`src/rtl/booth_mul_pkg.sv`:
```
// Package for the iterative radix-4 Booth multiplier.
// Contents:
//   state_t       - control FSM states (IDLE, BUSY, DONE)
//   digit_t       - Booth digit select (zero, +X, +2X, -X, -2X)
//   booth_iters   - number of Booth digits retired for an XLEN-bit multiply
//   booth_decode  - maps a 3-bit multiplier window to a digit select
package booth_mul_pkg;

  typedef enum logic [1:0] {
    IDLE = 2'd0,
    BUSY = 2'd1,
    DONE = 2'd2
  } state_t;

  typedef enum logic [2:0] {
    DIG_ZERO = 3'd0,
    DIG_POS  = 3'd1,
    DIG_POS2 = 3'd2,
    DIG_NEG  = 3'd3,
    DIG_NEG2 = 3'd4
  } digit_t;

  // Operands are extended by two bits, so XLEN+2 bits are recoded two at a time.
  function automatic int booth_iters(input int xlen);
    return xlen / 2 + 1;
  endfunction

  function automatic digit_t booth_decode(input logic [2:0] w);
    digit_t d;
    case (w)
      3'b001, 3'b010: d = DIG_POS;
      3'b011:         d = DIG_POS2;
      3'b100:         d = DIG_NEG2;
      3'b101, 3'b110: d = DIG_NEG;
      default:        d = DIG_ZERO;
    endcase
    return d;
  endfunction

endpackage

```
`src/rtl/booth_mul_iter_if.sv`:
```
// Request/response bundle of the Booth MUL unit.
// Handshake semantics (both channels): a transfer happens on a rising clock
// edge where valid && ready. A producer holding valid keeps its payload stable
// until the transfer; ready may depend on state but never on valid.
//   flush                  - synchronous abort of any in-flight op
//   in_valid/in_ready      - request channel carrying a, b, a_signed, b_signed, in_tag
//   out_valid/out_ready    - response channel carrying result, out_tag
// modport master: requester/consumer side; modport slave: the MUL unit.
interface booth_mul_iter_if #(
  parameter int XLEN  = 32,
  parameter int TAG_W = 4
);
  logic              flush;
  logic              in_valid;
  logic              in_ready;
  logic [XLEN-1:0]   a;
  logic [XLEN-1:0]   b;
  logic              a_signed;
  logic              b_signed;
  logic [TAG_W-1:0]  in_tag;
  logic              out_valid;
  logic              out_ready;
  logic [2*XLEN-1:0] result;
  logic [TAG_W-1:0]  out_tag;

  modport master (
    output flush, in_valid, a, b, a_signed, b_signed, in_tag, out_ready,
    input  in_ready, out_valid, result, out_tag
  );

  modport slave (
    input  flush, in_valid, a, b, a_signed, b_signed, in_tag, out_ready,
    output in_ready, out_valid, result, out_tag
  );
endinterface

```
`src/rtl/booth_pp_gen.sv`:
```
// Radix-4 Booth partial-product generator (combinational).
//   window - multiplier bits {b[2i+1], b[2i], b[2i-1]}
//   mcand  - current (already shifted) multiplicand, W bits
//   pp     - selected partial product, bitwise inverted for negative digits
//   neg    - carry-in that completes the two's complement negation
module booth_pp_gen
  import booth_mul_pkg::*;
#(
  parameter int W = 8
) (
  input  logic [2:0]   window,
  input  logic [W-1:0] mcand,
  output logic [W-1:0] pp,
  output logic         neg
);

  digit_t dig;

  assign dig = booth_decode(window);

  always_comb begin
    pp  = '0;
    neg = 1'b0;
    case (dig)
      DIG_POS:  pp = mcand;
      DIG_POS2: pp = {mcand[W-2:0], 1'b0};
      DIG_NEG: begin
        pp  = ~mcand;
        neg = 1'b1;
      end
      DIG_NEG2: begin
        pp  = ~{mcand[W-2:0], 1'b0};
        neg = 1'b1;
      end
      default: begin
        pp  = '0;
        neg = 1'b0;
      end
    endcase
  end

endmodule

```
`src/rtl/booth_mul_iter.sv`:
```
// Iterative radix-4 Booth multiplier (execute-stage MUL unit).
// One Booth digit is retired per BUSY cycle; supports mul/mulh/mulhsu/mulhu
// through per-operand signedness. The full 2*XLEN product is returned with
// the request tag.
// Ports:
//   clk       - clock
//   resetn    - asynchronous reset, active-low
//   bus       - booth_mul_iter_if.slave (flush, request and response channels)
//   dbg_state - current FSM state
// XLEN/TAG_W must match the parameters of the connected interface.
module booth_mul_iter
  import booth_mul_pkg::*;
#(
  parameter int XLEN      = 32,
  parameter int TAG_W     = 4,
  parameter bit EARLY_OUT = 1'b1
) (
  input  logic              clk,
  input  logic              resetn,
  booth_mul_iter_if.slave   bus,
  output state_t            dbg_state
);

  localparam int EW = XLEN + 2;           // extended operand width
  localparam int AW = 2 * EW;             // accumulator / multiplicand width
  localparam int N  = booth_iters(XLEN);  // Booth digits per operand
  localparam int CW = $clog2(N + 1);

  state_t           state, state_next;
  logic [CW-1:0]    cnt;
  logic [AW-1:0]    acc;
  logic [AW-1:0]    mcand;
  logic [EW:0]      mreg;
  logic [TAG_W-1:0] tag_q;

  logic [EW-1:0]    ext_a, ext_b;
  logic [AW-1:0]    pp;
  logic             neg;
  logic [AW-1:0]    acc_sum;
  logic [EW:0]      mreg_shift;
  logic             early_done;
  logic             last_iter;
  logic             accept;

  // Two extra bits make an unsigned operand positive in two's complement,
  // so one signed Booth datapath serves all four sign modes.
  assign ext_a = {{2{bus.a_signed & bus.a[XLEN-1]}}, bus.a};
  assign ext_b = {{2{bus.b_signed & bus.b[XLEN-1]}}, bus.b};

  booth_pp_gen #(.W(AW)) u_pp_gen (
    .window (mreg[2:0]),
    .mcand  (mcand),
    .pp     (pp),
    .neg    (neg)
  );

  assign acc_sum    = acc + pp + {{(AW-1){1'b0}}, neg};
  assign mreg_shift = {{2{mreg[EW]}}, mreg[EW:2]};

  // Once the remaining multiplier bits are all-0s or all-1s, every further
  // window is 000 or 111 and contributes nothing.
  assign early_done = EARLY_OUT && ((mreg_shift == '0) || (mreg_shift == '1));
  assign last_iter  = (cnt == CW'(N - 1)) || early_done;

  always_comb begin
    state_next = state;
    accept     = 1'b0;
    if (bus.flush) begin
      state_next = IDLE;
    end else begin
      case (state)
        IDLE: begin
          if (bus.in_valid) begin
            accept     = 1'b1;
            state_next = BUSY;
          end
        end
        BUSY: begin
          if (last_iter) state_next = DONE;
        end
        DONE: begin
          if (bus.out_ready) state_next = IDLE;
        end
        default: state_next = IDLE;
      endcase
    end
  end

  always_ff @(posedge clk or negedge resetn) begin
    if (!resetn) begin
      state <= IDLE;
    end else begin
      state <= state_next;
    end
  end

  always_ff @(posedge clk or negedge resetn) begin
    if (!resetn) begin
      cnt   <= '0;
      acc   <= '0;
      mcand <= '0;
      mreg  <= '0;
      tag_q <= '0;
    end else if (accept) begin
      cnt   <= '0;
      acc   <= '0;
      mcand <= {{(AW-EW){ext_a[EW-1]}}, ext_a};
      mreg  <= {ext_b, 1'b0};
      tag_q <= bus.in_tag;
    end else if (state == BUSY) begin
      cnt   <= cnt + CW'(1);
      acc   <= acc_sum;
      mcand <= {mcand[AW-3:0], 2'b00};
      mreg  <= mreg_shift;
    end
  end

  // acc only changes in BUSY, so result is stable for the whole DONE phase.
  assign bus.in_ready  = (state == IDLE);
  assign bus.out_valid = (state == DONE);
  assign bus.result    = acc[2*XLEN-1:0];
  assign bus.out_tag   = tag_q;
  assign dbg_state     = state;

endmodule

```
`src/flat_wrapper.sv`:
```
// flat-port wrapper written by rule: the top's interface ports become plain ports
module booth_mul_iter_flat import booth_mul_pkg::*;
#(
  parameter int XLEN      = 32,
  parameter int TAG_W     = 4,
  parameter bit EARLY_OUT = 1'b1
)
  (clk, resetn, dbg_state, bus_flush, bus_in_valid, bus_a, bus_b, bus_a_signed, bus_b_signed, bus_in_tag, bus_out_ready, bus_in_ready, bus_out_valid, bus_result, bus_out_tag);
  booth_mul_iter_if #(.XLEN(XLEN), .TAG_W(TAG_W)) bus_i ();
  input  logic clk;
  input  logic resetn;
  output state_t dbg_state;
  input wire logic [$bits(bus_i.flush)-1:0] bus_flush;
  input wire logic [$bits(bus_i.in_valid)-1:0] bus_in_valid;
  input wire logic [$bits(bus_i.a)-1:0] bus_a;
  input wire logic [$bits(bus_i.b)-1:0] bus_b;
  input wire logic [$bits(bus_i.a_signed)-1:0] bus_a_signed;
  input wire logic [$bits(bus_i.b_signed)-1:0] bus_b_signed;
  input wire logic [$bits(bus_i.in_tag)-1:0] bus_in_tag;
  input wire logic [$bits(bus_i.out_ready)-1:0] bus_out_ready;
  output wire logic [$bits(bus_i.in_ready)-1:0] bus_in_ready;
  output wire logic [$bits(bus_i.out_valid)-1:0] bus_out_valid;
  output wire logic [$bits(bus_i.result)-1:0] bus_result;
  output wire logic [$bits(bus_i.out_tag)-1:0] bus_out_tag;
  assign bus_i.flush = bus_flush;
  assign bus_i.in_valid = bus_in_valid;
  assign bus_i.a = bus_a;
  assign bus_i.b = bus_b;
  assign bus_i.a_signed = bus_a_signed;
  assign bus_i.b_signed = bus_b_signed;
  assign bus_i.in_tag = bus_in_tag;
  assign bus_i.out_ready = bus_out_ready;
  assign bus_in_ready = bus_i.in_ready;
  assign bus_out_valid = bus_i.out_valid;
  assign bus_result = bus_i.result;
  assign bus_out_tag = bus_i.out_tag;
  booth_mul_iter #(.XLEN(XLEN), .TAG_W(TAG_W), .EARLY_OUT(EARLY_OUT)) u_core (.clk(clk), .resetn(resetn), .bus(bus_i), .dbg_state(dbg_state));
endmodule
```
`config.mk`:
```
export PLATFORM = sky130hd
export DESIGN_NAME = booth_mul_iter_flat
export DESIGN_NICKNAME = d
export VERILOG_FILES = /design/src/rtl/booth_mul_pkg.sv /design/src/rtl/booth_mul_iter_if.sv /design/src/rtl/booth_pp_gen.sv /design/src/rtl/booth_mul_iter.sv /design/src/flat_wrapper.sv
export SDC_FILE = /design/constraint.sdc
export NUM_CORES = 1
export LEC_CHECK = 0
export CORE_MARGIN = 8
export CORE_UTILIZATION = 57
export DETAILED_ROUTE_END_ITERATION = 12
export PLACE_DENSITY_LB_ADDON = 0.2
export SYNTH_ARGS = -nofsm -noshare
export SYNTH_HDL_FRONTEND = slang
export SYNTH_SLANG_ARGS = --single-unit
export TNS_END_PERCENT = 50
```
`constraint.sdc`:
```
create_clock -name clk -period 5.15 [get_ports clk]
set_input_delay 0.515 -clock clk [delete_from_list [all_inputs] [get_ports clk]]
set_output_delay 0.515 -clock clk [all_outputs]
set_load 0.01 [all_outputs]
```
==> flow_summary_export.csv, run 1 <==
group,metric,value,unit
critical_path,reg2reg_depth,15,
sta,maxSlewViolCount,0,
floorplan,die_h,163,microns
synth,ys_ff_latch,174,
critical_path,arrival,4.94,ns
hold_path,hold_path.class,"in -> async",
floorplan,io_pins,147,
routing,wl_per_cell,19.2,microns
routing,postRouteWirelength,35.8,mm
clocking,clockBufferDepth,2,
critical_path,cp_num_buf_inv,1,
cells_and_area,nNetsFinal,1711,
synth,syn-cell-area,12400,sq um
clocking,cts_hold_buf,0,
place,port_buffers,146,
synth,synth_async_sr_flop_share,1.00,
critical_path,worstSetupPathType,"reg -> reg",
critical_path,critPathTopFamily,"compound AO/OA/AOI/OAI gates",
routing,final_antenna_net_count,0,
critical_path,crit_cells,15,
floorplan,core-area,21600,sq um
sta,min_period,4.58,ns
cells_and_area,register_area,4360,sq um
clocking,clkTransAtPathRegs,0.08,ns
critical_path,startpoint_type,"flop",
synth,synth-edff-count,0,
synth,synth.distinct_cells,72,
run,drv_cap,0,
clocking,cts_root_buffer,"clkbuf_16",
critical_path,crit_required,5.51,ns
global_route,grt_max_degree,84,
floorplan,initial_utilization,0.573,
sta,fin_crit_sh,0.889,
power,power.switching,0.00630,W
global_route,grt_pass1_wl,58.7,mm
power,power,0.0121,W
cells_and_area,layout_common_cells,"nand2_1 (269), dfrtp_1 (173), o21ai_0 (145), clkdlybuf4s50_1 (145), a22oi_1 (125)",
critical_path,path_max_fanout,45,
routing,first_pass_iters,6,
floorplan,rows,54,
sta,slew-limit-headroom,0.255,
cells_and_area,drive_gt1_frac,0.0505,
power,power_frac_seq,0.228,
clocking,numCtsBuffers,17,
clocking,cts_setup_buffers,0,
sta,fin_tns_setup,0,ns
synth,ys.warnings.count,0,
routing,dr.first_iter.drc_count,994,
cells_and_area,layout_commonest_cell,"nand2_1",
cells_and_area,multi_input_area,7510,sq um
routing,drc_errors,0,
critical_path,slowest_delay,0.54,ns
power,clockPowerShare,0.113,
sta,hold_viol,0,
floorplan,die_x,163,microns
sta,fmax,0.218,GHz
clocking,cts.sinks,174,
cells_and_area,fill_cells,1831,
global_route,antenna_found_initial,0,
synth,ys_seq_area_frac,0.352,
power,intPower,0.00584,W
critical_path,endpoint_kind,"flop",
clocking,htree_levels,4,
place,globalplace.congestion,0.993,
clocking,post_cts_resized,0,
global_route,grtUsageTotal,0.269,
critical_path,critPathSlowestCell,"buf_4",
clocking,tritoncts,"done",
status,status,"completed",
power,p_per_area,835,nW/um^2
synth,ys.flop_type,"dfrtp_1",
critical_path,crit_path_cell_trace,"xor2_4 -> buf_4 -> a22oi_1 -> o21ai_0 -> ha_1 -> a211oi_2 -> nor2_1 -> nor4_4 -> o211ai_1 -> o21ai_2 -> a311oi_2 -> a211oi_2 -> xnor2_1 -> a21oi_1 -> o22ai_1",
place,hpwl,25.5,mm
synth,syn-num-nets,1643,
cells_and_area,antenna_cells,0,
critical_path,crit_top_cell,"a211oi_2",
global_route,grt_pass1_vias,11300,
synth,avgSynthCellArea,8.23,sq um
power,p_leak,6.48,nW
routing,vias,11700,
power,switching_share,0.519,
clocking,clkLatencyLatePin,0.44,ns
floorplan,dieArea,26700,sq um
cells_and_area,syn2layout_area_growth,17.6,%
sta,rsz0062_at_grt,"false",
routing,vias_per_cell,6.27,
power,pwr-share-comb,0.659,
sta,setup_viol,0,
sta,tightest_slew,1.11,ns
synth,synth_cells,1502,
sta,fin_skew,0.0132,ns
global_route,overflow,0,
power,irDropWorstVdd,355,uV
-- worst register-to-register path: cells and delay by family (launching register included) --
kind,cells,cell delay (ns)
and+or+nand+nor,2,0.55
xor gates and xnor gates,2,0.66
DFF,1,0.49
adders and majority gates,1,0.40
buffers and inverters,1,0.54
AOI/OAI and AO/OA,9,1.86
-- final cells by class --
class / count / share of cell area
Inverter: 23 / 0.00594
Timing Repair Buffer: 163 / 0.110
Clock buffer: 17 / 0.0293
Tap cell: 280 / 0.0241
Multi-Input combinational cell: 1191 / 0.517
Sequential cell: 174 / 0.300
Clock inverter: 15 / 0.0140
-- synth_stat cells (4+ instances only) --
master / instances / area [sq um]
nand2_1: 269 / 1010
dfrtp_1: 174 / 4350
o21ai_0: 145 / 726
a22oi_1: 125 / 938
xor2_1: 93 / 815
nand3_1: 92 / 460
clkbuf_1: 80 / 300
a21oi_1: 76 / 380
ha_1: 64 / 801
nand4_1: 40 / 250
nor2_1: 40 / 150
xnor2_1: 32 / 280
buf_2: 27 / 135
a21o_1: 25 / 188
inv_1: 23 / 86.3
o21ai_1: 23 / 115
nor3_1: 13 / 65.1
nor4_1: 13 / 81.3
o21bai_1: 12 / 90.1
a31oi_1: 10 / 62.6
nor2b_1: 9 / 56.3
or3_1: 7 / 43.8
and2_1: 6 / 37.5
buf_1: 6 / 22.5
mux2i_1: 6 / 60.1
nand2b_1: 6 / 37.5
o211ai_1: 6 / 45.0
o31ai_1: 5 / 37.5
and3_1: 4 / 25.0
o221ai_1: 4 / 35.0
-- path summary, 6_finish.rpt --
check                           slack, ns                    end             startpoint
worst max-delay path                 0.57         u_core.acc[63]         u_core.mreg[1]
worst min-delay path                 0.07       u_core.mcand[31]                 resetn
worst max register to register       0.57         u_core.acc[63]         u_core.mreg[1]
worst min register to register       0.48  u_core.bus.out_tag[3]  u_core.bus.out_tag[3]
max in group asynchronous            3.89          u_core.acc[3]                 resetn
min in group clk                     0.48  u_core.bus.out_tag[3]  u_core.bus.out_tag[3]
-- per-layer routing --
| metal | track usage | up-vias | wire length [microns] |
|---|---|---|---|
| li1 | - | 5584 | - |
| met1 | 0.388 | 5649 | 16900 |
| met2 | 0.415 | 407 | 16100 |
| met3 | 0.0459 | 37 | 2440 |
| met4 | 0.0588 | 0 | 373 |
| met5 | 0 | - | 0 |
-- flip-flops by register name, summed over array words and instances, names as in the netlist --
name,flops
u_core.dbg_state,2
u_core.mcand,64
u_core.cnt,5
u_core.bus.out_tag,4
u_core.mreg,35
u_core.acc,64
-- power groups by stage --
stage	sequential, W	clock (W)	combinational (W)
finish	0.00277	0.00137	0.00800
global route	0.00287	0.00144	0.00890
CTS	0.00275	0.00139	0.00789
detailed placement	0.00277	0	0.00783
global placement	0.00275	0	0.00771
floorplan	0.00260	0	0.00590
-- stage by stage --
stage / cells / setup WS, ns / hold slack, ns / cell area (sq um) / util
4_1_cts: 1863 / 0.597 / 0.133 / 14500 / 0.674
2_1_floorplan: 1502 / 1.13 / 0.219 / 12400 / -
5_1_grt: 1863 / 0.328 / 0.163 / 14500 / 0.674
3_5_place_dp: 1831 / 0.611 / 0.463 / 13900 / 0.645
3_3_place_gp: 1831 / 0.761 / 0.461 / 13900 / 0.645
6_report: 1863 / 0.573 / 0.0667 / 14500 / 0.674
-- cell families after synthesis --
kind of cell / after synthesis / share of synthesized area
simple gates: 518 / 0.194
compound gates: 475 / 0.247
flops: 174 / 0.352
buf+inv: 137 / 0.0446
xor+xnor: 125 / 0.0886
fa+ha+maj: 66 / 0.0680
mux: 7 / 0.00577
No activity file was read; power rests on OpenSTA's default activity.
==> run 2: changes to the inputs <==
--- a/config.mk
+++ b/config.mk
@@ -5,8 +5,10 @@
 export SDC_FILE = /design/constraint.sdc
 export NUM_CORES = 1
 export LEC_CHECK = 0
+export CELL_PAD_IN_SITES_DETAIL_PLACEMENT = 1
+export CELL_PAD_IN_SITES_GLOBAL_PLACEMENT = 2
 export CORE_MARGIN = 8
-export CORE_UTILIZATION = 57
+export CORE_UTILIZATION = 34
 export DETAILED_ROUTE_END_ITERATION = 12
 export PLACE_DENSITY_LB_ADDON = 0.2
 export SYNTH_ARGS = -nofsm -noshare
==> constraint.sdc (replaced) <==
create_clock -name clk -period 4.91 [get_ports clk]
set_input_delay 0.491 -clock clk [delete_from_list [all_inputs] [get_ports clk]]
set_output_delay 0.491 -clock clk [all_outputs]
set_load 0.01 [all_outputs]
==> run 2 against run 1 <==
  * Cell count is 11% higher
  * Flip-flop and latch count stayed put
  * Clock power hardly changed
  * Sequential power is 6% higher
  * Critical path depth is 1 higher
  * Clock-buffer cell count is 2 higher
  * Sequential share of layout area is 0.62 points lower
  * Register-to-register slack worse by 0.18 ns
  * Global-route usage is 6.3 points lower
  * Routed wire length is 22% higher
  * Non-clock buffer count is 15 higher
  * Clock skew is 0.0020 ns lower
  * Critical endpoint unchanged
==> flow_summary_export.csv, run 2 (same netlist as run 1, synthesis figures left out) <==
group,metric,value,unit
power,p_per_area,890,nW/um^2
cells_and_area,top_regs,"u_core.acc x64, u_core.mcand x64, u_core.mreg x35",
cells_and_area,syn2layout_area_growth,20.1,%
critical_path,crit_start,"u_core.mreg[0]",
power,p_leak,6.53,nW
sta,rsz0062_at_grt,"false",
sta,fmax,0.221,GHz
global_route,overflow,0,
sta,fin_crit_sh,0.921,
critical_path,cp-endpoint,"u_core.acc[63]",
sta,hold_viol,0,
critical_path,worstSetupPathType,"reg -> reg",
routing,vias_per_cell,5.65,
clocking,clkLatencyLatePin,0.46,ns
clocking,cts_hold_buf,0,
global_route,antenna_found_initial,0,
routing,final_antenna_net_count,0,
cells_and_area,drive_gt1_frac,0.0594,
global_route,grt_pass1_wl,69.4,mm
routing,dr.first_iter.drc_count,678,
floorplan,dieArea,42700,sq um
sta,min_period,4.52,ns
critical_path,arrival,4.90,ns
sta,setup_viol,0,
floorplan,initial_utilization,0.342,
critical_path,crit_required,5.29,ns
critical_path,reg2reg_depth,16,
critical_path,path_max_fanout,35,
global_route,grt_pass1_vias,12200,
run,drv_cap,0,
cells_and_area,layout_commonest_cell,"nand2_1",
critical_path,r2r-start,"u_core.mreg[0]",
floorplan,die_x,207,microns
critical_path,reg2reg_slack,0.39,ns
floorplan,core-area,36200,sq um
routing,vias,11700,
clocking,cts_root_buffer,"clkbuf_16",
routing,drc_errors,0,
sta,hold_slack,0.144,ns
clocking,tritoncts,"done",
clocking,post_cts_resized,0,
cells_and_area,antenna_cells,0,
clocking,htree_levels,4,
sta,fin_tns_setup,0,ns
global_route,grt_max_degree,95,
power,irDropWorstVdd,359,uV
cells_and_area,layout_common_cells,"nand2_1 (269), dfrtp_1 (173), o21ai_0 (145), clkdlybuf4s50_1 (145), a22oi_1 (125)",
sta,maxSlewViolCount,0,
clocking,clockBufferDepth,2,
floorplan,die_h,207,microns
place,hpwl,32.1,mm
power,power,0.0132,W
clocking,cts.sinks,174,
sta,tightest_slew,1.03,ns
clocking,cts_setup_buffers,0,
routing,first_pass_iters,5,
critical_path,startpoint_type,"flop",
status,status,"completed",
floorplan,io_pins,147,
routing,postRouteWirelength,43.6,mm
floorplan,rows,70,
sta,slew-limit-headroom,0.312,
clocking,numCtsBuffers,17,
routing,wl_per_cell,21.1,microns
place,port_buffers,146,
global_route,grtUsageTotal,0.206,
hold_path,hold_path.class,"in -> async",
critical_path,endpoint_kind,"flop",
place,globalplace.congestion,0.889,
clocking,clkTransAtPathRegs,0.07,ns
cells_and_area,fill_cells,4291,
critical_path,worstReg2RegEnd,"u_core.acc[63]",
sta,fin_skew,0.0112,ns
cells_and_area,nNetsFinal,1727,
-- run 2: cell count changes in the layout (fill, tap and decap cells not counted), sizes merged --
cell	before	now
bufinv	0	1
buf	18	33
inv	32	28
clkbuf	17	19
clkinv	6	4
clkinvlp	0	3
xor2	93	94
-- run 2: per-layer routing --
| layer | up-vias | global-route usage | routed length [microns] |
|---|---|---|---|
| met2 | 202 | 0.311 | 19200 |
| met3 | 36 | 0.0348 | 1690 |
| li1 | 5607 | - | - |
| met5 | - | 0 | 0 |
| met4 | 0 | 0.0511 | 587 |
| met1 | 5836 | 0.301 | 22100 |
-- run 2: critical path, cell delays in order, from the launching register on --
cell	delay, ns
dfrtp_1	0.58
nand2_1	0.20
nor2_4	0.31
buf_4	0.41
a22oi_1	0.15
o21ai_0	0.20
ha_1	0.43
a21oi_1	0.17
o21ai_1	0.15
or3_1	0.38
or3_1	0.34
nand2_1	0.19
a311oi_2	0.17
a211oi_2	0.29
xnor2_1	0.17
a21oi_1	0.09
o22ai_1	0.18
-- run 2: cell type report --
type | count | area, sq um | share of cell area
multi-input combinational | 1192 | 7520 | 0.507
timing repair buffer | 178 | 1720 | 0.116
inverter | 23 | 86.3 | 0.00582
clock buffer | 19 | 443 | 0.0298
tap | 468 | 586 | 0.0395
sequential | 174 | 4360 | 0.294
clock inverter | 13 | 130 | 0.00877
-- run 2: worst min-delay path by stage --
stage / from / to / slack (ns) / cells past startpoint
CTS: resetn / u_core.acc[26] / 0.19 / 1
detailed placement: u_core.bus.out_tag[2] / u_core.bus.out_tag[2] / 0.47 / 2
global placement: u_core.bus.out_tag[2] / u_core.bus.out_tag[2] / 0.46 / 2
finish: resetn / u_core.acc[24] / 0.14 / 1
global route: resetn / u_core.acc[24] / 0.22 / 1
floorplan: resetn / u_core.acc[0] / 0.20 / 0
-- run 2: stage by stage --
step / utilization / cell area (sq um) / cells / setup WS (ns)
2_1_floorplan: - / 12400 / 1502 / 0.894
3_3_place_gp: 0.394 / 14300 / 2034 / 0.529
3_5_place_dp: 0.394 / 14300 / 2034 / 0.438
4_1_cts: 0.410 / 14800 / 2066 / 0.369
5_1_grt: 0.410 / 14800 / 2067 / 0.0623
6_report: 0.410 / 14800 / 2067 / 0.390
-- run 2: power by group --
group | leakage (nW) | switching (W) | internal (W) | total [W]
Clock | 0.273 | 0.000663 | 0.000723 | 0.00139
Combinational | 4.03 | 0.00540 | 0.00348 | 0.00888
Sequential | 2.23 | 0.000871 | 0.00207 | 0.00294
